## src/rtl/adam_rst_seq.sv

```systemverilog
// Reset sequencer: synchronizes board reset release, then releases the low-speed
// domain, JTAG TAP and high-speed domain in order; supports a soft-reset request in RUN.
module adam_rst_seq #(
  parameter int SYNC_STAGES = 2,
  parameter int HOLD_CYCLES = 16,
  parameter int GAP_CYCLES  = 4
) (
  input  logic       clk,
  input  logic       rst,
  input  logic       ext_rst_req,
  output logic       lsdom_rst,
  output logic       hsdom_rst,
  output logic       trst_n,
  output logic       rst_done,
  output logic [1:0] rst_cause
);

  if (SYNC_STAGES < 2 || SYNC_STAGES > 4) begin : g_bad_sync
    $error("adam_rst_seq: SYNC_STAGES must be in 2..4");
  end
  if (HOLD_CYCLES < 1 || HOLD_CYCLES > 255) begin : g_bad_hold
    $error("adam_rst_seq: HOLD_CYCLES must be in 1..255");
  end
  if (GAP_CYCLES < 0 || GAP_CYCLES > 255) begin : g_bad_gap
    $error("adam_rst_seq: GAP_CYCLES must be in 0..255");
  end

  localparam int CNT_MAX = (HOLD_CYCLES > GAP_CYCLES) ? HOLD_CYCLES : GAP_CYCLES;
  localparam int CW      = $clog2(CNT_MAX + 1);

  localparam logic [CW-1:0] HOLD_LAST = CW'(HOLD_CYCLES - 1);
  localparam logic [CW-1:0] GAP_LAST  = (GAP_CYCLES > 0) ? CW'(GAP_CYCLES - 1) : '0;

  localparam logic [1:0] CAUSE_PIN  = 2'b01;
  localparam logic [1:0] CAUSE_SOFT = 2'b10;

  typedef enum logic [1:0] {
    ST_HOLD  = 2'd0,
    ST_LS_UP = 2'd1,
    ST_RUN   = 2'd2
  } state_t;

  logic [SYNC_STAGES-1:0] sync_q;
  logic                   rst_sync;

  state_t        state_q, state_d;
  logic [CW-1:0] cnt_q, cnt_d;
  logic          lsdom_q, lsdom_d;
  logic          hsdom_q, hsdom_d;
  logic          trst_q, trst_d;
  logic          done_q, done_d;
  logic [1:0]    cause_q, cause_d;

  // Release synchronizer: asserts instantly with rst, deasserts SYNC_STAGES edges later.
  // NOTE: sequential state uses non-blocking assignments so every flop samples
  // pre-edge values, exactly like the hardware shift chain.
  always_ff @(posedge clk or posedge rst) begin
    if (rst) sync_q <= '1;
    else     sync_q <= {sync_q[SYNC_STAGES-2:0], 1'b0};
  end

  assign rst_sync = sync_q[SYNC_STAGES-1];

  // NOTE: every variable gets a default before the case so no path leaves one
  // unassigned, which would otherwise infer a latch.
  always_comb begin
    state_d = state_q;
    cnt_d   = cnt_q;
    cause_d = cause_q;

    unique case (state_q)
      ST_HOLD: begin
        if (rst_sync) begin
          cnt_d = '0;
        end else if (cnt_q == HOLD_LAST) begin
          cnt_d   = '0;
          state_d = (GAP_CYCLES > 0) ? ST_LS_UP : ST_RUN;
        end else begin
          cnt_d = cnt_q + CW'(1);
        end
      end
      ST_LS_UP: begin
        if (cnt_q == GAP_LAST) begin
          cnt_d   = '0;
          state_d = ST_RUN;
        end else begin
          cnt_d = cnt_q + CW'(1);
        end
      end
      ST_RUN: begin
        if (ext_rst_req) begin
          cnt_d   = '0;
          cause_d = CAUSE_SOFT;
          state_d = ST_HOLD;
        end
      end
      default: begin
        cnt_d   = '0;
        state_d = ST_HOLD;
      end
    endcase

    // Outputs are registered from the next state so they change on the transition edge.
    lsdom_d = (state_d == ST_HOLD);
    hsdom_d = (state_d != ST_RUN);
    done_d  = (state_d == ST_RUN);
    // TAP reset leaves only with the pin reset, so debug survives a soft reset.
    trst_d  = trst_q | (state_d != ST_HOLD);
  end

  always_ff @(posedge clk or posedge rst) begin
    if (rst) begin
      state_q <= ST_HOLD;
      cnt_q   <= '0;
      lsdom_q <= 1'b1;
      hsdom_q <= 1'b1;
      trst_q  <= 1'b0;
      done_q  <= 1'b0;
      cause_q <= CAUSE_PIN;
    end else begin
      state_q <= state_d;
      cnt_q   <= cnt_d;
      lsdom_q <= lsdom_d;
      hsdom_q <= hsdom_d;
      trst_q  <= trst_d;
      done_q  <= done_d;
      cause_q <= cause_d;
    end
  end

  assign lsdom_rst = lsdom_q;
  assign hsdom_rst = hsdom_q;
  assign trst_n    = trst_q;
  assign rst_done  = done_q;
  assign rst_cause = cause_q;

endmodule

```

## config.mk

```make
export PLATFORM = sky130hd
export DESIGN_NAME = adam_rst_seq
export DESIGN_NICKNAME = d
export VERILOG_FILES = /design/src/rtl/adam_rst_seq.sv
export SDC_FILE = /design/constraint.sdc
export NUM_CORES = 1
export LEC_CHECK = 0
export BUFFER_PORTS_ARGS = -buffer_cell sky130_fd_sc_hd__buf_4
export CAP_MARGIN = 20
export CORE_AREA = 4 4 41 43
export CTS_BUF_LIST = sky130_fd_sc_hd__clkbuf_16
export CTS_CLUSTER_SIZE = 24
export DETAILED_ROUTE_END_ITERATION = 12
export DIE_AREA = 0 0 45 47
export PLACE_DENSITY = 0.72
export SETUP_SLACK_MARGIN = 0.2
export SLEW_MARGIN = 10
export SYNTH_ARGS = -nofsm -noshare
export SYNTH_HDL_FRONTEND = slang
export SYNTH_SLANG_ARGS = --single-unit
```

## constraint.sdc

```tcl
create_clock -name clk -period 2.2 [get_ports clk]
set_input_delay 0.22 -clock clk [delete_from_list [all_inputs] [get_ports clk]]
set_output_delay 0.22 -clock clk [all_outputs]
set_load 0.005 [all_outputs]
```

==> report_table.html, run 1 <==
<table>
<tr><th>Metric</th><th>Value</th></tr>
<tr><th colspan="2">GRT</th></tr>
<tr><td>Initial antenna violation count</td><td>0</td></tr>
<tr><td>GRT Residual Overflow</td><td>0</td></tr>
<tr><td>Maximum number of pins on one net before global-route repair</td><td>16</td></tr>
<tr><td>GRT Resource Usage Total</td><td>between 10 and 15%</td></tr>
<tr><td>Wire length of the first global-routing pass</td><td>a little over 2 mm</td></tr>
<tr><td>Vias in the first global route</td><td>roughly 470</td></tr>
<tr><th colspan="2">Clocking</th></tr>
<tr><td>Register clock-pin slew on the reported worst setup and hold paths</td><td>approximately 50 ps</td></tr>
<tr><td>Number of buffers created by CTS</td><td>3</td></tr>
<tr><td>Root buf cell</td><td>sky130_fd_sc_hd__clkbuf_16</td></tr>
<tr><td>Sink count of the clock tree</td><td>15</td></tr>
<tr><td>Number of hold buffers added after cts</td><td>0</td></tr>
<tr><td>Skew-Pair Late Insertion Delay</td><td>around 240 ps</td></tr>
<tr><td>Cells resized by post-CTS repair</td><td>0</td></tr>
<tr><td>CTS H-tree lvls</td><td>1</td></tr>
<tr><td>CTS Buffer Depth</td><td>2</td></tr>
<tr><td>Setup Buffers After CTS</td><td>0</td></tr>
<tr><td>CTS tree</td><td>done</td></tr>
<tr><th colspan="2">Synthesis</th></tr>
<tr><td>Biggest area contributors in the synthesized netlist</td><td>sky130_fd_sc_hd__dfrtp_1, sky130_fd_sc_hd__dfstp_2, sky130_fd_sc_hd__ha_1</td></tr>
<tr><td>Most common flop cell mapped by yosys</td><td>sky130_fd_sc_hd__dfrtp_1</td></tr>
<tr><td>Cell area after technology mapping</td><td>around 680 um2</td></tr>
<tr><td>Ys Warns</td><td>0</td></tr>
<tr><td>Proportion of synthesized flip-flops having asynchronous set or reset</td><td>100.0%</td></tr>
<tr><td>Mapped Nets</td><td>69</td></tr>
<tr><td>Count of distinct cell types in the synthesized netlist</td><td>27</td></tr>
<tr><td>Proportion of netlist area held by the largest area contributor</td><td>between 30% and 40%</td></tr>
<tr><td>EDFF count, synth</td><td>0</td></tr>
<tr><td>Sequential-to-total area share from yosys stat</td><td>roughly 56%</td></tr>
<tr><td>Number of instances in the synthesized netlist</td><td>63</td></tr>
<tr><td>FF+latch count, synth</td><td>15</td></tr>
<tr><td>Syn Area/Cell</td><td>~11 um2</td></tr>
<tr><td>Cell type with the highest aggregate area in the netlist</td><td>sky130_fd_sc_hd__dfrtp_1</td></tr>
<tr><th colspan="2">Drt</th></tr>
<tr><td>Number of vias after detailed routing</td><td>457</td></tr>
<tr><td>Drt first-iter violations</td><td>2</td></tr>
<tr><td>Antenna Violating Nets Remaining</td><td>0</td></tr>
<tr><td>Average vias per placed instance</td><td>5.193</td></tr>
<tr><td>Routed length per instance</td><td>around 14 um</td></tr>
<tr><td>Routed WL</td><td>roughly 1.2 mm</td></tr>
<tr><td>Total iterations of the first detailed-routing run</td><td>4</td></tr>
<tr><td>Residual DRC</td><td>0</td></tr>
<tr><th colspan="2">Cells and area</th></tr>
<tr><td>Area growth syn-to-layout</td><td>21.83%</td></tr>
<tr><td>Diode insertion count for antenna repair</td><td>0</td></tr>
<tr><td>Final cell utilization of the core</td><td>63.85%</td></tr>
<tr><td>Layout cells sized above 1</td><td>26.03%</td></tr>
<tr><td>Final-layout fill cell count</td><td>roughly 120</td></tr>
<tr><td>Design Area, Final</td><td>just over 800 um2</td></tr>
<tr><td>Layout net count</td><td>80</td></tr>
<tr><th colspan="2">STA</th></tr>
<tr><td>Worst-Margin Slew</td><td>549.6 ps</td></tr>
<tr><td>Unrepaired setup endpoints after global routing</td><td>no</td></tr>
<tr><td>Timing-limited maximum frequency</td><td>558.8 MHz</td></tr>
<tr><td>Total Negative Setup Slacks</td><td>0 ps</td></tr>
<tr><td>Hold violation total from the final report</td><td>0</td></tr>
<tr><td>Final period utilization</td><td>about four fifths</td></tr>
<tr><td>Slew Viols, Final</td><td>0</td></tr>
<tr><td>Max-slew headroom at the worst pin</td><td>between 60 and 70%</td></tr>
<tr><td>Final number of setup-violating endpoints</td><td>0</td></tr>
<tr><td>Clk_skew</td><td>approximately 1.0 ps</td></tr>
<tr><td>Final period demand of the worst path</td><td>approximately 1800 ps</td></tr>
<tr><th colspan="2">Floorplanning</th></tr>
<tr><td>Total I/O pin count</td><td>9</td></tr>
<tr><td>Die ar.</td><td>between 2000 and 2500 um2</td></tr>
<tr><td>Die boundary height</td><td>~47 um</td></tr>
<tr><td>Starting density of the core</td><td>a little over half</td></tr>
<tr><td>Std cell rows</td><td>13</td></tr>
<tr><td>Core Box Area</td><td>between 1000 and 1500 um2</td></tr>
<tr><td>Width of the chip</td><td>45 um</td></tr>
<tr><th colspan="2">Power</th></tr>
<tr><td>Leakage dissipation</td><td>around 0.00039 uW</td></tr>
<tr><td>Worst vdd rail ir drop</td><td>between 0.0004 and 0.0005 V</td></tr>
<tr><td>Power per standard cell area</td><td>around 800 nW/um2</td></tr>
<tr><th colspan="2">Run</th></tr>
<tr><td>Max_cap viols</td><td>0</td></tr>
<tr><th colspan="2">Worst setup path</th></tr>
<tr><td>Cell chain of the critical path</td><td>ha_1 &gt; nand3_1 &gt; inv_1 &gt; ha_1 &gt; nor4_2 &gt; a21oi_4 &gt; o31ai_1</td></tr>
<tr><td>Logic depth of the worst register-to-register path</td><td>7</td></tr>
<tr><td>Top cell family by delay on the critical path</td><td>adder cells</td></tr>
<tr><td>Setup crit end kind</td><td>flop</td></tr>
<tr><td>Bufs and invs on worst path</td><td>1</td></tr>
<tr><td>Library cell contributing the largest single delay on the critical path</td><td>sky130_fd_sc_hd__dfrtp_1</td></tr>
<tr><td>Critical Path Most Common Cell</td><td>sky130_fd_sc_hd__ha_1</td></tr>
<tr><td>Kind of start point of the critical path</td><td>flop</td></tr>
<tr><td>Data arrival time of the worst path</td><td>~1900 ps</td></tr>
<tr><td>Levels on crit path</td><td>7</td></tr>
<tr><td>Crit-path max cell delay</td><td>~400 ps</td></tr>
<tr><td>Required time at the worst-slack endpoint</td><td>about 2300 ps</td></tr>
<tr><td>Critical-path maximum fanout</td><td>5</td></tr>
<tr><td>CP Class</td><td>reg -&gt; reg</td></tr>
<tr><th colspan="2">Placed design</th></tr>
<tr><td>Detailed Place HPWL</td><td>around 850 um</td></tr>
<tr><td>Final weighted congestion in routability-driven placement</td><td>about 0.73</td></tr>
<tr><td>Placed Area</td><td>between 700 and 800 um2</td></tr>
<tr><td>Number of I/O port buffers</td><td>8</td></tr>
<tr><th colspan="2">Hold path</th></tr>
<tr><td>Worst min path class</td><td>in -&gt; async</td></tr>
<tr><th colspan="2">Status</th></tr>
<tr><td>Outcome</td><td>finished, final reports clean</td></tr>
</table>
==> report_power, final <==
group | switching [uW] | internal, uW
Sequential | 6.83 | 287
Combinational | 16.0 | 12.6
Clock | 105 | 240
Total | 128 | 539
==> sequential cells by signal, summed over array words and instances (netlist names) <==
name,flops
state_q,2
rst_cause,2
trst_n,1
cnt_q,5
lsdom_rst,1
rst_done,1
hsdom_rst,1
sync_q,2
==> cells in the mapped netlist (all sizes together) (2+ instances only) <==
cell and n:
dfstp 5, ha 3, o21ai 5, nand3 2, and2 2, inv 7
nand2 5, dfrtp 10, a21oi 3, nand2b 3, nor3b 2, nor2 3
==> worst register-to-register path, cell delays in order (launching register included) <==
cell and delay [ps]:
sky130_fd_sc_hd__dfrtp_1 400, sky130_fd_sc_hd__ha_1 240, sky130_fd_sc_hd__nand3_1 110, sky130_fd_sc_hd__inv_1 50, sky130_fd_sc_hd__ha_1 210, sky130_fd_sc_hd__nor4_2 330
sky130_fd_sc_hd__a21oi_4 80, sky130_fd_sc_hd__o31ai_1 260
==> kinds of logic (layout without fill, tap and decap cells) <==
group / after synthesis / count (layout) / share of synthesized area, %
AOI/OAI and AO/OA: 13 / 13 / 13.03
xor gates and xnor gates: 1 / 1 / 1.285
adders and majority gates: 3 / 3 / 5.505
buffers and inverters: 9 / 19 / 5.137
DFF: 15 / 15 / 55.96
other: 1 / 1 / 0.5499
and+or+nand+nor: 21 / 21 / 18.53
==> layout make-up <==
type,instances,area [um2],share of cell area (%)
Timing Repair Buffer,8,60.06,7.229
Sequential cell,15,381.6,45.93
Tap cell,15,18.77,2.259
Multi-Input combinational cell,39,265.3,31.93
Clock inverter,1,3.754,0.4518
Inverter,7,26.28,3.163
Clock buffer,3,75.07,9.036
==> final timing paths <==
path,from,endpoint,slack [ps]
max,cnt_q[0],cnt_q[3],410
min,rst,trst_n,30
max reg2reg,cnt_q[0],cnt_q[3],410
min reg2reg,sync_q[0],sync_q[1],360
max in group asynchronous,rst,rst_cause[0],1800
min in group clk,ext_rst_req,rst_cause[1],260
==> through the flow <==
step                      total power [uW]  setup slack [ps]  hold WS, ps  std cells
after global placement               325.3             467.9        299.2         84
after detailed placement             326.3             419.1        308.0         84
after CTS                            677.8             390.2        49.98         88
final                                667.6             410.5        30.88         88
after floorplan                      315.5             561.2        117.9         63
after global routing                 693.7             266.4        68.28         88
==> placed cells by master (no fill, tap or decap) <==
master | netlist | routed
sky130_fd_sc_hd__o21ai_0 | 4 | 4
sky130_fd_sc_hd__and2_1 | 2 | 2
sky130_fd_sc_hd__nand3_1 | 2 | 2
sky130_fd_sc_hd__dfrtp_1 | 10 | 10
sky130_fd_sc_hd__inv_1 | 7 | 8
sky130_fd_sc_hd__clkbuf_16 | 0 | 3
sky130_fd_sc_hd__nand2_1 | 5 | 5
sky130_fd_sc_hd__conb_1 | 1 | 1
sky130_fd_sc_hd__o21ai_1 | 1 | 1
sky130_fd_sc_hd__ha_1 | 3 | 3
sky130_fd_sc_hd__a21oi_1 | 2 | 2
sky130_fd_sc_hd__nor2_1 | 3 | 3
sky130_fd_sc_hd__or4b_4 | 1 | 1
sky130_fd_sc_hd__nor2b_1 | 1 | 1
sky130_fd_sc_hd__nor4_2 | 1 | 1
sky130_fd_sc_hd__xor2_1 | 1 | 1
sky130_fd_sc_hd__nor3b_1 | 2 | 2
sky130_fd_sc_hd__a21o_1 | 1 | 1
sky130_fd_sc_hd__buf_4 | 0 | 8
sky130_fd_sc_hd__a21oi_4 | 1 | 1
sky130_fd_sc_hd__a32oi_1 | 1 | 1
sky130_fd_sc_hd__nand2b_1 | 3 | 3
sky130_fd_sc_hd__o22ai_1 | 1 | 1
sky130_fd_sc_hd__o21a_1 | 1 | 1
sky130_fd_sc_hd__o31ai_1 | 1 | 1
sky130_fd_sc_hd__nand3b_1 | 1 | 1
sky130_fd_sc_hd__dfstp_2 | 5 | 5
==> routing by layer <==
layer	track usage, %	vias to the layer above	routed length, um
li1	-	228	-
met1	15.59	219	553
met2	24.58	8	605
met3	3.448	2	46
met4	8.772	0	33
met5	0	-	0
No activity file was read; power rests on OpenSTA's default activity.
==> inputs of run 2 (changes only) <==
ABC_AREA = 1   (was not set)
CORE_AREA = not set   (was 4 4 41 43)
CORE_MARGIN = 4   (was not set)
CORE_UTILIZATION = 54   (was not set)
DIE_AREA = not set   (was 0 0 45 47)
PLACE_DENSITY = 0.75   (was 0.72)
clock period = 1.8 ns   (was 2.2 ns; I/O delays follow)
==> report_table.html, run 2 <==
<table>
<tr><th>Metric</th><th>Value</th></tr>
<tr><th colspan="2">Synthesis</th></tr>
<tr><td>EDFF count, synth</td><td>0 (unchanged)</td></tr>
<tr><td>Biggest area contributors in the synthesized netlist</td><td>sky130_fd_sc_hd__dfrtp_1, sky130_fd_sc_hd__dfstp_2, sky130_fd_sc_hd__inv_1 (was sky130_fd_sc_hd__dfrtp_1, sky130_fd_sc_hd__dfstp_2, sky130_fd_sc_hd__ha_1)</td></tr>
<tr><td>Top cells by instance count after synthesis</td><td>sky130_fd_sc_hd__inv_1, sky130_fd_sc_hd__nand2_1, sky130_fd_sc_hd__nand3_1 (was sky130_fd_sc_hd__dfrtp_1, sky130_fd_sc_hd__inv_1, sky130_fd_sc_hd__dfstp_2, sky130_fd_sc_hd__nand2_1, sky130_fd_sc_hd__o21ai_0)</td></tr>
<tr><td>FF+latch count, synth</td><td>15 (unchanged)</td></tr>
<tr><td>Cell type with the highest aggregate area in the netlist</td><td>sky130_fd_sc_hd__dfrtp_1 (unchanged)</td></tr>
<tr><td>Sequential-to-total area share from yosys stat</td><td>51.43% (was 55.96%)</td></tr>
<tr><td>Ys Warns</td><td>0 (unchanged)</td></tr>
<tr><td>Cell with the most instances after synthesis</td><td>sky130_fd_sc_hd__inv_1 (was sky130_fd_sc_hd__dfrtp_1)</td></tr>
<tr><td>Syn Area/Cell</td><td>9.048 um2 (was 10.82 um2)</td></tr>
<tr><td>Most common flop cell mapped by yosys</td><td>sky130_fd_sc_hd__dfrtp_1 (unchanged)</td></tr>
<tr><td>Mapped Nets</td><td>88 (was 69)</td></tr>
<tr><td>Cell area after technology mapping</td><td>742.0 um2 (was 681.9 um2)</td></tr>
<tr><td>Number of instances in the synthesized netlist</td><td>82 (was 63)</td></tr>
<tr><td>Proportion of synthesized flip-flops having asynchronous set or reset</td><td>100.0% (unchanged)</td></tr>
<tr><td>Proportion of netlist area held by the largest area contributor</td><td>33.73% (was 36.70%)</td></tr>
<tr><td>Count of distinct cell types in the synthesized netlist</td><td>16 (was 27)</td></tr>
<tr><th colspan="2">Status</th></tr>
<tr><td>Violations in the final reports</td><td>negative hold slack</td></tr>
<tr><td>Outcome</td><td>finished with violations (was finished, final reports clean)</td></tr>
<tr><th colspan="2">Clocking</th></tr>
<tr><td>CTS tree</td><td>done (unchanged)</td></tr>
<tr><td>Register clock-pin slew on the reported worst setup and hold paths</td><td>50 ps (about the same)</td></tr>
<tr><td>CTS H-tree lvls</td><td>1 (unchanged)</td></tr>
<tr><td>Cells resized by post-CTS repair</td><td>0 (unchanged)</td></tr>
<tr><td>Number of buffers created by CTS</td><td>3 (unchanged)</td></tr>
<tr><td>Number of hold buffers added after cts</td><td>0 (unchanged)</td></tr>
<tr><td>Sink count of the clock tree</td><td>15 (unchanged)</td></tr>
<tr><td>CTS Buffer Depth</td><td>2 (unchanged)</td></tr>
<tr><td>Root buf cell</td><td>sky130_fd_sc_hd__clkbuf_16 (unchanged)</td></tr>
<tr><td>Setup Buffers After CTS</td><td>0 (unchanged)</td></tr>
<tr><td>Skew-Pair Late Insertion Delay</td><td>240 ps (about the same)</td></tr>
<tr><th colspan="2">STA</th></tr>
<tr><td>Hold violation total from the final report</td><td>10 (was 0)</td></tr>
<tr><td>Total Negative Setup Slacks</td><td>0 ps (unchanged)</td></tr>
<tr><td>Worst setup margin</td><td>303.2 ps (was 410.5 ps)</td></tr>
<tr><td>Final number of setup-violating endpoints</td><td>0 (unchanged)</td></tr>
<tr><td>Timing-limited maximum frequency</td><td>668.1 MHz (was 558.8 MHz)</td></tr>
<tr><td>Clk_skew</td><td>2.637 ps (was 1.001 ps)</td></tr>
<tr><td>Unrepaired setup endpoints after global routing</td><td>no (unchanged)</td></tr>
<tr><td>Final period utilization</td><td>83.15% (was 81.34%)</td></tr>
<tr><td>Slew Viols, Final</td><td>0 (unchanged)</td></tr>
<tr><td>Worst-Margin Slew</td><td>551.2 ps (was 549.6 ps)</td></tr>
<tr><td>Worst hold margin</td><td>-10.34 ps (was 30.88 ps)</td></tr>
<tr><td>Max-slew headroom at the worst pin</td><td>63.21% (was 63.32%)</td></tr>
<tr><td>Final period demand of the worst path</td><td>1497 ps (was 1789 ps)</td></tr>
<tr><th colspan="2">Placed design</th></tr>
<tr><td>DP Worst Slack</td><td>336.0 ps (was 419.1 ps)</td></tr>
<tr><td>Final weighted congestion in routability-driven placement</td><td>0.8275 (was 0.7300)</td></tr>
<tr><td>Detailed Place HPWL</td><td>941.7 um (was 848.3 um)</td></tr>
<tr><td>Number of I/O port buffers</td><td>8 (unchanged)</td></tr>
<tr><td>Inst Count DP</td><td>105 (was 84)</td></tr>
<tr><th colspan="2">Drt</th></tr>
<tr><td>Routed WL</td><td>1.384 mm (was 1.239 mm)</td></tr>
<tr><td>Drt first-iter violations</td><td>36 (was 2)</td></tr>
<tr><td>Antenna Violating Nets Remaining</td><td>0 (unchanged)</td></tr>
<tr><td>Average vias per placed instance</td><td>5.162 (was 5.193)</td></tr>
<tr><td>Number of vias after detailed routing</td><td>573 (was 457)</td></tr>
<tr><td>Routed length per instance</td><td>12.47 um (was 14.08 um)</td></tr>
<tr><td>Total iterations of the first detailed-routing run</td><td>4 (unchanged)</td></tr>
<tr><td>Residual DRC</td><td>0 (unchanged)</td></tr>
<tr><th colspan="2">Floorplanning</th></tr>
<tr><td>Die boundary height</td><td>45.07 um (was 47 um)</td></tr>
<tr><td>Die ar.</td><td>2031 um2 (was 2115 um2)</td></tr>
<tr><td>Std cell rows</td><td>13 (unchanged)</td></tr>
<tr><td>Starting density of the core</td><td>57.02% (was 52.40%)</td></tr>
<tr><td>Width of the chip</td><td>45.07 um (was 45 um)</td></tr>
<tr><td>Core Box Area</td><td>1301 um2 (unchanged)</td></tr>
<tr><td>Total I/O pin count</td><td>9 (unchanged)</td></tr>
<tr><th colspan="2">Cells and area</th></tr>
<tr><td>Diode insertion count for antenna repair</td><td>0 (unchanged)</td></tr>
<tr><td>Final-layout fill cell count</td><td>98 (was 119)</td></tr>
<tr><td>Most common library cell in the layout ignoring fill and taps</td><td>sky130_fd_sc_hd__inv_1 (was sky130_fd_sc_hd__dfrtp_1)</td></tr>
<tr><td>Register ranked first by flip-flop count</td><td>cnt_q (unchanged)</td></tr>
<tr><td>Finished Layout Cells</td><td>111 (was 88)</td></tr>
<tr><td>Area growth syn-to-layout</td><td>23.44% (was 21.83%)</td></tr>
<tr><td>Largest register FFs</td><td>5 (unchanged)</td></tr>
<tr><td>Layout cells sized above 1</td><td>31.25% (was 26.03%)</td></tr>
<tr><td>Commonest cells after routing, fill and taps aside</td><td>sky130_fd_sc_hd__inv_1, sky130_fd_sc_hd__nand2_1, sky130_fd_sc_hd__nand3_1 (was sky130_fd_sc_hd__dfrtp_1, sky130_fd_sc_hd__inv_1, sky130_fd_sc_hd__buf_4)</td></tr>
<tr><td>Layout net count</td><td>103 (was 80)</td></tr>
<tr><th colspan="2">Worst setup path</th></tr>
<tr><td>Crit-path max cell delay</td><td>400 ps (about the same)</td></tr>
<tr><td>Data arrival time of the worst path</td><td>1680 ps (was 1930 ps)</td></tr>
<tr><td>Library cell contributing the largest single delay on the critical path</td><td>sky130_fd_sc_hd__dfrtp_1 (unchanged)</td></tr>
<tr><td>Setup crit end kind</td><td>flop (unchanged)</td></tr>
<tr><td>Start point of the critical path</td><td>cnt_q[0] (unchanged)</td></tr>
<tr><td>Cell chain of the critical path</td><td>ha_1 &gt; inv_1 &gt; nor2_1 &gt; ha_1 &gt; inv_1 &gt; nand3_1 &gt; nand2_1 &gt; nand2_1 &gt; nand2_1 (was ha_1 &gt; nand3_1 &gt; inv_1 &gt; ha_1 &gt; nor4_2 &gt; a21oi_4 &gt; o31ai_1)</td></tr>
<tr><td>Kind of start point of the critical path</td><td>flop (unchanged)</td></tr>
<tr><td>Beginning of the worst register-to-register path</td><td>cnt_q[0] (unchanged)</td></tr>
<tr><td>Critical Path Most Common Cell</td><td>sky130_fd_sc_hd__nand2_1 (was sky130_fd_sc_hd__ha_1)</td></tr>
<tr><td>Critical-path maximum fanout</td><td>4 (was 5)</td></tr>
<tr><td>CP Class</td><td>reg -&gt; reg (unchanged)</td></tr>
<tr><td>Required time at the worst-slack endpoint</td><td>1980 ps (was 2340 ps)</td></tr>
<tr><th colspan="2">Hold path</th></tr>
<tr><td>Worst min path class</td><td>in -&gt; async (unchanged)</td></tr>
<tr><th colspan="2">GRT</th></tr>
<tr><td>Vias in the first global route</td><td>510 (was 471)</td></tr>
<tr><td>Initial antenna violation count</td><td>0 (unchanged)</td></tr>
<tr><td>Grt met1 use</td><td>20.92% (was 15.59%)</td></tr>
<tr><td>Wire length of the first global-routing pass</td><td>2.208 mm (was 2.049 mm)</td></tr>
<tr><td>GR Util met2</td><td>23.73% (was 24.58%)</td></tr>
<tr><td>GRT Residual Overflow</td><td>0 (unchanged)</td></tr>
<tr><td>Top Usage Layer GRT</td><td>met2 (unchanged)</td></tr>
<tr><td>GRT Resource Usage Total</td><td>15.54% (was 14.16%)</td></tr>
<tr><td>Maximum number of pins on one net before global-route repair</td><td>16 (unchanged)</td></tr>
<tr><td>Met3 usage</td><td>3.586% (was 3.448%)</td></tr>
<tr><th colspan="2">Power</th></tr>
<tr><td>Power per standard cell area</td><td>916.9 nW/um2 (was 803.6 nW/um2)</td></tr>
<tr><td>Leakage dissipation</td><td>0.0004688 uW (was 0.0003862 uW)</td></tr>
<tr><td>Worst vdd rail ir drop</td><td>0.0008415 V (was 0.0004800 V)</td></tr>
<tr><td>Total Power</td><td>839.7 uW (was 667.6 uW)</td></tr>
<tr><th colspan="2">Run</th></tr>
<tr><td>Max_cap viols</td><td>0 (unchanged)</td></tr>
</table>
==> run 2: cell types whose count changed in the layout (fill, tap and decap cells not counted), moves of 4 or more <==
cell                      change
sky130_fd_sc_hd__nand2_1      +8
sky130_fd_sc_hd__o21ai_0      -4
sky130_fd_sc_hd__nand3_1      +9
sky130_fd_sc_hd__inv_1        +9
sky130_fd_sc_hd__nand2_2      +5
==> run 2: final timing paths <==
check | to | slack, ps | cells past startpoint
min reg2reg | sync_q[1] | 360 | 0
max in group asynchronous | rst_cause[0] | 1440 | 2
max reg2reg | cnt_q[3] | 300 | 9
max | cnt_q[3] | 300 | 9
min in group clk | rst_cause[1] | 210 | 3
min | trst_n | -10 | 2
==> run 2: per-stage QoR <==
| step | cell area [um2] | utilization (%) |
|---|---|---|
| 3_5_place_dp | 820.8 | 63.08 |
| 2_1_floorplan | 742.0 | - |
| 6_report | 915.9 | 70.38 |
| 5_1_grt | 915.9 | 70.38 |
| 3_3_place_gp | 820.8 | 63.08 |
| 4_1_cts | 900.9 | 69.23 |
==> run 2: area by class of cell <==
cell class                 instances  area (um2)  area share [%]
timing repair buffer              10       75.07           8.197
sequential                        15       381.6           41.67
inverter                          17       63.81           6.967
multi-input combinational         50       296.5           32.38
clock inverter                     1       5.005          0.5464
clock buffer                       3       75.07           8.197
tap                               15       18.77           2.049
==> run 2: critical path: cells and delay by family, from the launching register on <==
kind / cells / cell delay [ps]
and+or+nand+nor: 5 / 380
adders and majority gates: 2 / 420
DFF: 1 / 400
buffers and inverters: 2 / 230
==> run 2: report_power, final <==
part | internal [uW] | total (uW) | switching, uW
clock | 296 | 430 | 133
sequential | 349 | 357 | 7.98
combinational | 21.8 | 52.9 | 31.1
total | 668 | 840 | 172
==> run 2: cells by family after synthesis <==
kind of cell	count (synthesis)	share of synthesized area [%]
AOI/OAI and AO/OA	3	3.035
adders and majority gates	3	5.060
buffers and inverters	17	8.600
DFF	15	51.43
other	1	0.5054
and+or+nand+nor	43	31.37
==> run 2: per-layer routing <==
layer / vias to the layer above / share of wire, %
met5: - / 0
met4: 0 / 0.87
met3: 2 / 4.3
met2: 16 / 50
met1: 271 / 45
li1: 284 / -
==> inputs of run 3 (changes only) <==
ABC_AREA = 0   (was 1)
CORE_UTILIZATION = 48   (was 54)
PLACE_DENSITY = 0.71   (was 0.75)
clock period = 1.2 ns   (was 1.8 ns; I/O delays follow)
==> report_table.html, run 3 (synthesis gave the netlist of run 1 again) <==
<table>
<tr><th>Metric</th><th>Value</th></tr>
<tr><th colspan="2">Worst setup path</th></tr>
<tr><td>Logic depth of the worst register-to-register path</td><td>5 (was 9)</td></tr>
<tr><td>Beginning of the worst register-to-register path</td><td>cnt_q[1] (was cnt_q[0])</td></tr>
<tr><td>Setup crit end kind</td><td>flop (unchanged)</td></tr>
<tr><td>Cell chain of the critical path</td><td>ha_2 &gt; or4b_4 &gt; a21oi_4 &gt; o21ai_2 &gt; a21o_1 (was ha_1 &gt; inv_1 &gt; nor2_1 &gt; ha_1 &gt; inv_1 &gt; nand3_1 &gt; nand2_1 &gt; nand2_1 &gt; nand2_1)</td></tr>
<tr><td>Critical-path maximum fanout</td><td>4 (unchanged)</td></tr>
<tr><td>Crit-path max cell delay</td><td>500 ps (was 400 ps)</td></tr>
<tr><td>Data arrival time of the worst path</td><td>1790 ps (was 1680 ps)</td></tr>
<tr><td>Library cell contributing the largest single delay on the critical path</td><td>sky130_fd_sc_hd__or4b_4 (was sky130_fd_sc_hd__dfrtp_1)</td></tr>
<tr><td>Endpoint of the lowest-slack register-to-register path</td><td>cnt_q[2] (was cnt_q[3])</td></tr>
<tr><td>Top cell family by delay on the critical path</td><td>simple AND/OR/NAND/NOR gates (was adder cells)</td></tr>
<tr><td>Kind of start point of the critical path</td><td>flop (unchanged)</td></tr>
<tr><td>Worst reg-to-reg setup slack</td><td>-460 ps (was 300 ps)</td></tr>
<tr><td>Required time at the worst-slack endpoint</td><td>1330 ps (was 1980 ps)</td></tr>
<tr><td>CP Class</td><td>reg -&gt; reg (unchanged)</td></tr>
<tr><td>Bufs and invs on worst path</td><td>0 (was 2)</td></tr>
<tr><th colspan="2">STA</th></tr>
<tr><td>Final period demand of the worst path</td><td>1661 ps (was 1497 ps)</td></tr>
<tr><td>Total Negative Setup Slacks</td><td>-3422 ps (was 0 ps)</td></tr>
<tr><td>Final number of setup-violating endpoints</td><td>11 (was 0)</td></tr>
<tr><td>Hold violation total from the final report</td><td>0 (was 10)</td></tr>
<tr><td>Max-slew headroom at the worst pin</td><td>63.16% (was 63.21%)</td></tr>
<tr><td>Timing-limited maximum frequency</td><td>602.0 MHz (was 668.1 MHz)</td></tr>
<tr><td>Worst-Margin Slew</td><td>551.9 ps (was 551.2 ps)</td></tr>
<tr><td>Unrepaired setup endpoints after global routing</td><td>yes (was no)</td></tr>
<tr><td>Slew Viols, Final</td><td>0 (unchanged)</td></tr>
<tr><td>Final period utilization</td><td>138.4% (was 83.15%)</td></tr>
<tr><td>Worst setup margin</td><td>-461.0 ps (was 303.2 ps)</td></tr>
<tr><td>Clk_skew</td><td>0.9109 ps (was 2.637 ps)</td></tr>
<tr><th colspan="2">Cells and area</th></tr>
<tr><td>Largest register FFs</td><td>5 (unchanged)</td></tr>
<tr><td>Final cell utilization of the core</td><td>79.87% (was 70.38%)</td></tr>
<tr><td>Multi-input logic area</td><td>332.8 um2 (was 296.5 um2)</td></tr>
<tr><td>Finished Layout Cells</td><td>106 (was 111)</td></tr>
<tr><td>Layout net count</td><td>98 (was 103)</td></tr>
<tr><td>Reg area</td><td>381.6 um2 (unchanged)</td></tr>
<tr><td>Final-layout fill cell count</td><td>74 (was 98)</td></tr>
<tr><td>Register ranked first by flip-flop count</td><td>cnt_q (unchanged)</td></tr>
<tr><td>Commonest cells after routing, fill and taps aside</td><td>sky130_fd_sc_hd__buf_4, sky130_fd_sc_hd__dfrtp_1, sky130_fd_sc_hd__inv_1 (was sky130_fd_sc_hd__inv_1, sky130_fd_sc_hd__nand2_1, sky130_fd_sc_hd__nand3_1)</td></tr>
<tr><td>Area growth syn-to-layout</td><td>54.31% (was 23.44%)</td></tr>
<tr><td>Most common library cell in the layout ignoring fill and taps</td><td>sky130_fd_sc_hd__buf_4 (was sky130_fd_sc_hd__inv_1)</td></tr>
<tr><td>Diode insertion count for antenna repair</td><td>0 (unchanged)</td></tr>
<tr><td>Layout cells sized above 1</td><td>53.85% (was 31.25%)</td></tr>
<tr><th colspan="2">GRT</th></tr>
<tr><td>GRT Resource Usage Total</td><td>16.69% (was 15.54%)</td></tr>
<tr><td>Wire length of the first global-routing pass</td><td>2.325 mm (was 2.208 mm)</td></tr>
<tr><td>GRT Residual Overflow</td><td>0 (unchanged)</td></tr>
<tr><td>Maximum number of pins on one net before global-route repair</td><td>16 (unchanged)</td></tr>
<tr><td>Vias in the first global route</td><td>552 (was 510)</td></tr>
<tr><td>Initial antenna violation count</td><td>0 (unchanged)</td></tr>
<tr><th colspan="2">Power</th></tr>
<tr><td>Power per standard cell area</td><td>1215 nW/um2 (was 916.9 nW/um2)</td></tr>
<tr><td>Leakage dissipation</td><td>0.0004915 uW (was 0.0004688 uW)</td></tr>
<tr><td>Worst vdd rail ir drop</td><td>0.001297 V (was 0.0008415 V)</td></tr>
<tr><th colspan="2">Floorplanning</th></tr>
<tr><td>Std cell rows</td><td>13 (unchanged)</td></tr>
<tr><td>Core Box Area</td><td>1318 um2 (was 1301 um2)</td></tr>
<tr><td>Total I/O pin count</td><td>9 (unchanged)</td></tr>
<tr><td>Width of the chip</td><td>45.69 um (was 45.07 um)</td></tr>
<tr><td>Starting density of the core</td><td>51.76% (was 57.02%)</td></tr>
<tr><td>Die boundary height</td><td>45.69 um (was 45.07 um)</td></tr>
<tr><td>Die ar.</td><td>2088 um2 (was 2031 um2)</td></tr>
<tr><th colspan="2">Placed design</th></tr>
<tr><td>Number of I/O port buffers</td><td>8 (unchanged)</td></tr>
<tr><td>Detailed Place HPWL</td><td>987.4 um (was 941.7 um)</td></tr>
<tr><td>Inst Count DP</td><td>96 (was 105)</td></tr>
<tr><td>Final weighted congestion in routability-driven placement</td><td>0.8116 (was 0.8275)</td></tr>
<tr><th colspan="2">Drt</th></tr>
<tr><td>Antenna Violating Nets Remaining</td><td>0 (unchanged)</td></tr>
<tr><td>Drt first-iter violations</td><td>28 (was 36)</td></tr>
<tr><td>Total iterations of the first detailed-routing run</td><td>4 (unchanged)</td></tr>
<tr><td>Routed length per instance</td><td>14.81 um (was 12.47 um)</td></tr>
<tr><td>Number of vias after detailed routing</td><td>550 (was 573)</td></tr>
<tr><td>Average vias per placed instance</td><td>5.189 (was 5.162)</td></tr>
<tr><td>Residual DRC</td><td>0 (unchanged)</td></tr>
<tr><td>Routed WL</td><td>1.570 mm (was 1.384 mm)</td></tr>
<tr><th colspan="2">Status</th></tr>
<tr><td>Outcome</td><td>finished with violations (unchanged)</td></tr>
<tr><td>Violations in the final reports</td><td>negative setup slack (was negative hold slack)</td></tr>
<tr><th colspan="2">Hold path</th></tr>
<tr><td>Min-delay src</td><td>ext_rst_req</td></tr>
<tr><td>Worst hold path depth</td><td>3</td></tr>
<tr><td>Endpoint of the worst hold path</td><td>rst_cause[1]</td></tr>
<tr><td>Worst min path class</td><td>in -&gt; reg (was in -&gt; async)</td></tr>
<tr><th colspan="2">Clocking</th></tr>
<tr><td>Sink count of the clock tree</td><td>15 (unchanged)</td></tr>
<tr><td>Skew-Pair Late Insertion Delay</td><td>240 ps (about the same)</td></tr>
<tr><td>Number of buffers created by CTS</td><td>3 (unchanged)</td></tr>
<tr><td>Register clock-pin slew on the reported worst setup and hold paths</td><td>50 ps (about the same)</td></tr>
<tr><td>CTS tree</td><td>done (unchanged)</td></tr>
<tr><td>Root buf cell</td><td>sky130_fd_sc_hd__clkbuf_16 (unchanged)</td></tr>
<tr><td>CTS H-tree lvls</td><td>1 (unchanged)</td></tr>
<tr><td>CTS Buffer Depth</td><td>2 (unchanged)</td></tr>
<tr><th colspan="2">Run</th></tr>
<tr><td>Max_cap viols</td><td>0 (unchanged)</td></tr>
</table>
run 3: cell count changes in the layout (fill, tap and decap cells not counted), sizes merged, moves of 5 or more:
cell   previous run  this run
buf              10        25
nand2            18         5
inv              17         7
nand3            12         2
nor2              9         3
o21ai             0         5
run 3: how the worst max path moves through the flow:
| stage | cells after the start | slack [ps] | from | to |
|---|---|---|---|---|
| 2_1_floorplan | 5 | -360 | cnt_q[0] | cnt_q[2] |
| 3_3_place_gp | 5 | -360 | cnt_q[1] | hsdom_rst |
| 3_5_place_dp | 5 | -390 | cnt_q[0] | cnt_q[2] |
| 4_1_cts | 5 | -420 | cnt_q[1] | cnt_q[2] |
| 5_1_grt | 8 | -550 | cnt_q[0] | cnt_q[3] |
| 6_report | 5 | -460 | cnt_q[1] | cnt_q[2] |
run 3: layout make-up:
| type | instances | area share [%] |
|---|---|---|
| Inverter | 7 | 2.497 |
| Timing Repair Buffer | 26 | 20.21 |
| Multi-Input combinational cell | 39 | 31.63 |
| Clock buffer | 3 | 7.134 |
| Clock inverter | 1 | 0.4756 |
| Sequential cell | 15 | 36.27 |
| Tap cell | 15 | 1.784 |
run 3: routing by layer:
metal	vias up	track usage [%]	wire (um)
met5	-	0	0
met2	14	26.46	833
met4	0	11.36	23
met3	4	5.929	75
met1	269	18.55	637
li1	263	-	-
run 3: where the power goes:
part | switching (uW) | total [uW] | internal (uW)
Clock | 195 | 640 | 444
Sequential | 12.1 | 537 | 525
Combinational | 48.1 | 102 | 53.6
run 3: worst reg2reg max path: cells and delay by family, from the launching register on:
family                     cells  cell delay (ps)
AOI/OAI and AO/OA              3              480
adders and majority gates      1              210
DFF                            1              360
and+or+nand+nor                1              500
run 3: repair_timing:
| item | 4_1_cts | 5_1_grt |
|---|---|---|
| endpoints found under the setup margin | 12 | 13 |
| buffers inserted | 3 | 2 |
| endpoints found under the hold margin | 10 | 0 |
| gates resized for setup | 4 | 15 |
| hold buffers | 1 | 0 |
| pin swaps | 5 | 10 |
run 3: metrics by stage:
stage,hold WS (ps),worst slack [ps],cell area (um2),power (uW)
2_1_floorplan,17.90,-360.3,693.2,580.5
3_3_place_gp,202.2,-362.1,853.3,616.6
3_5_place_dp,204.2,-388.5,853.3,620.1
4_1_cts,189.0,-421.0,982.2,1291
5_1_grt,237.0,-547.3,1052,1338
6_report,209.9,-461.0,1052,1279
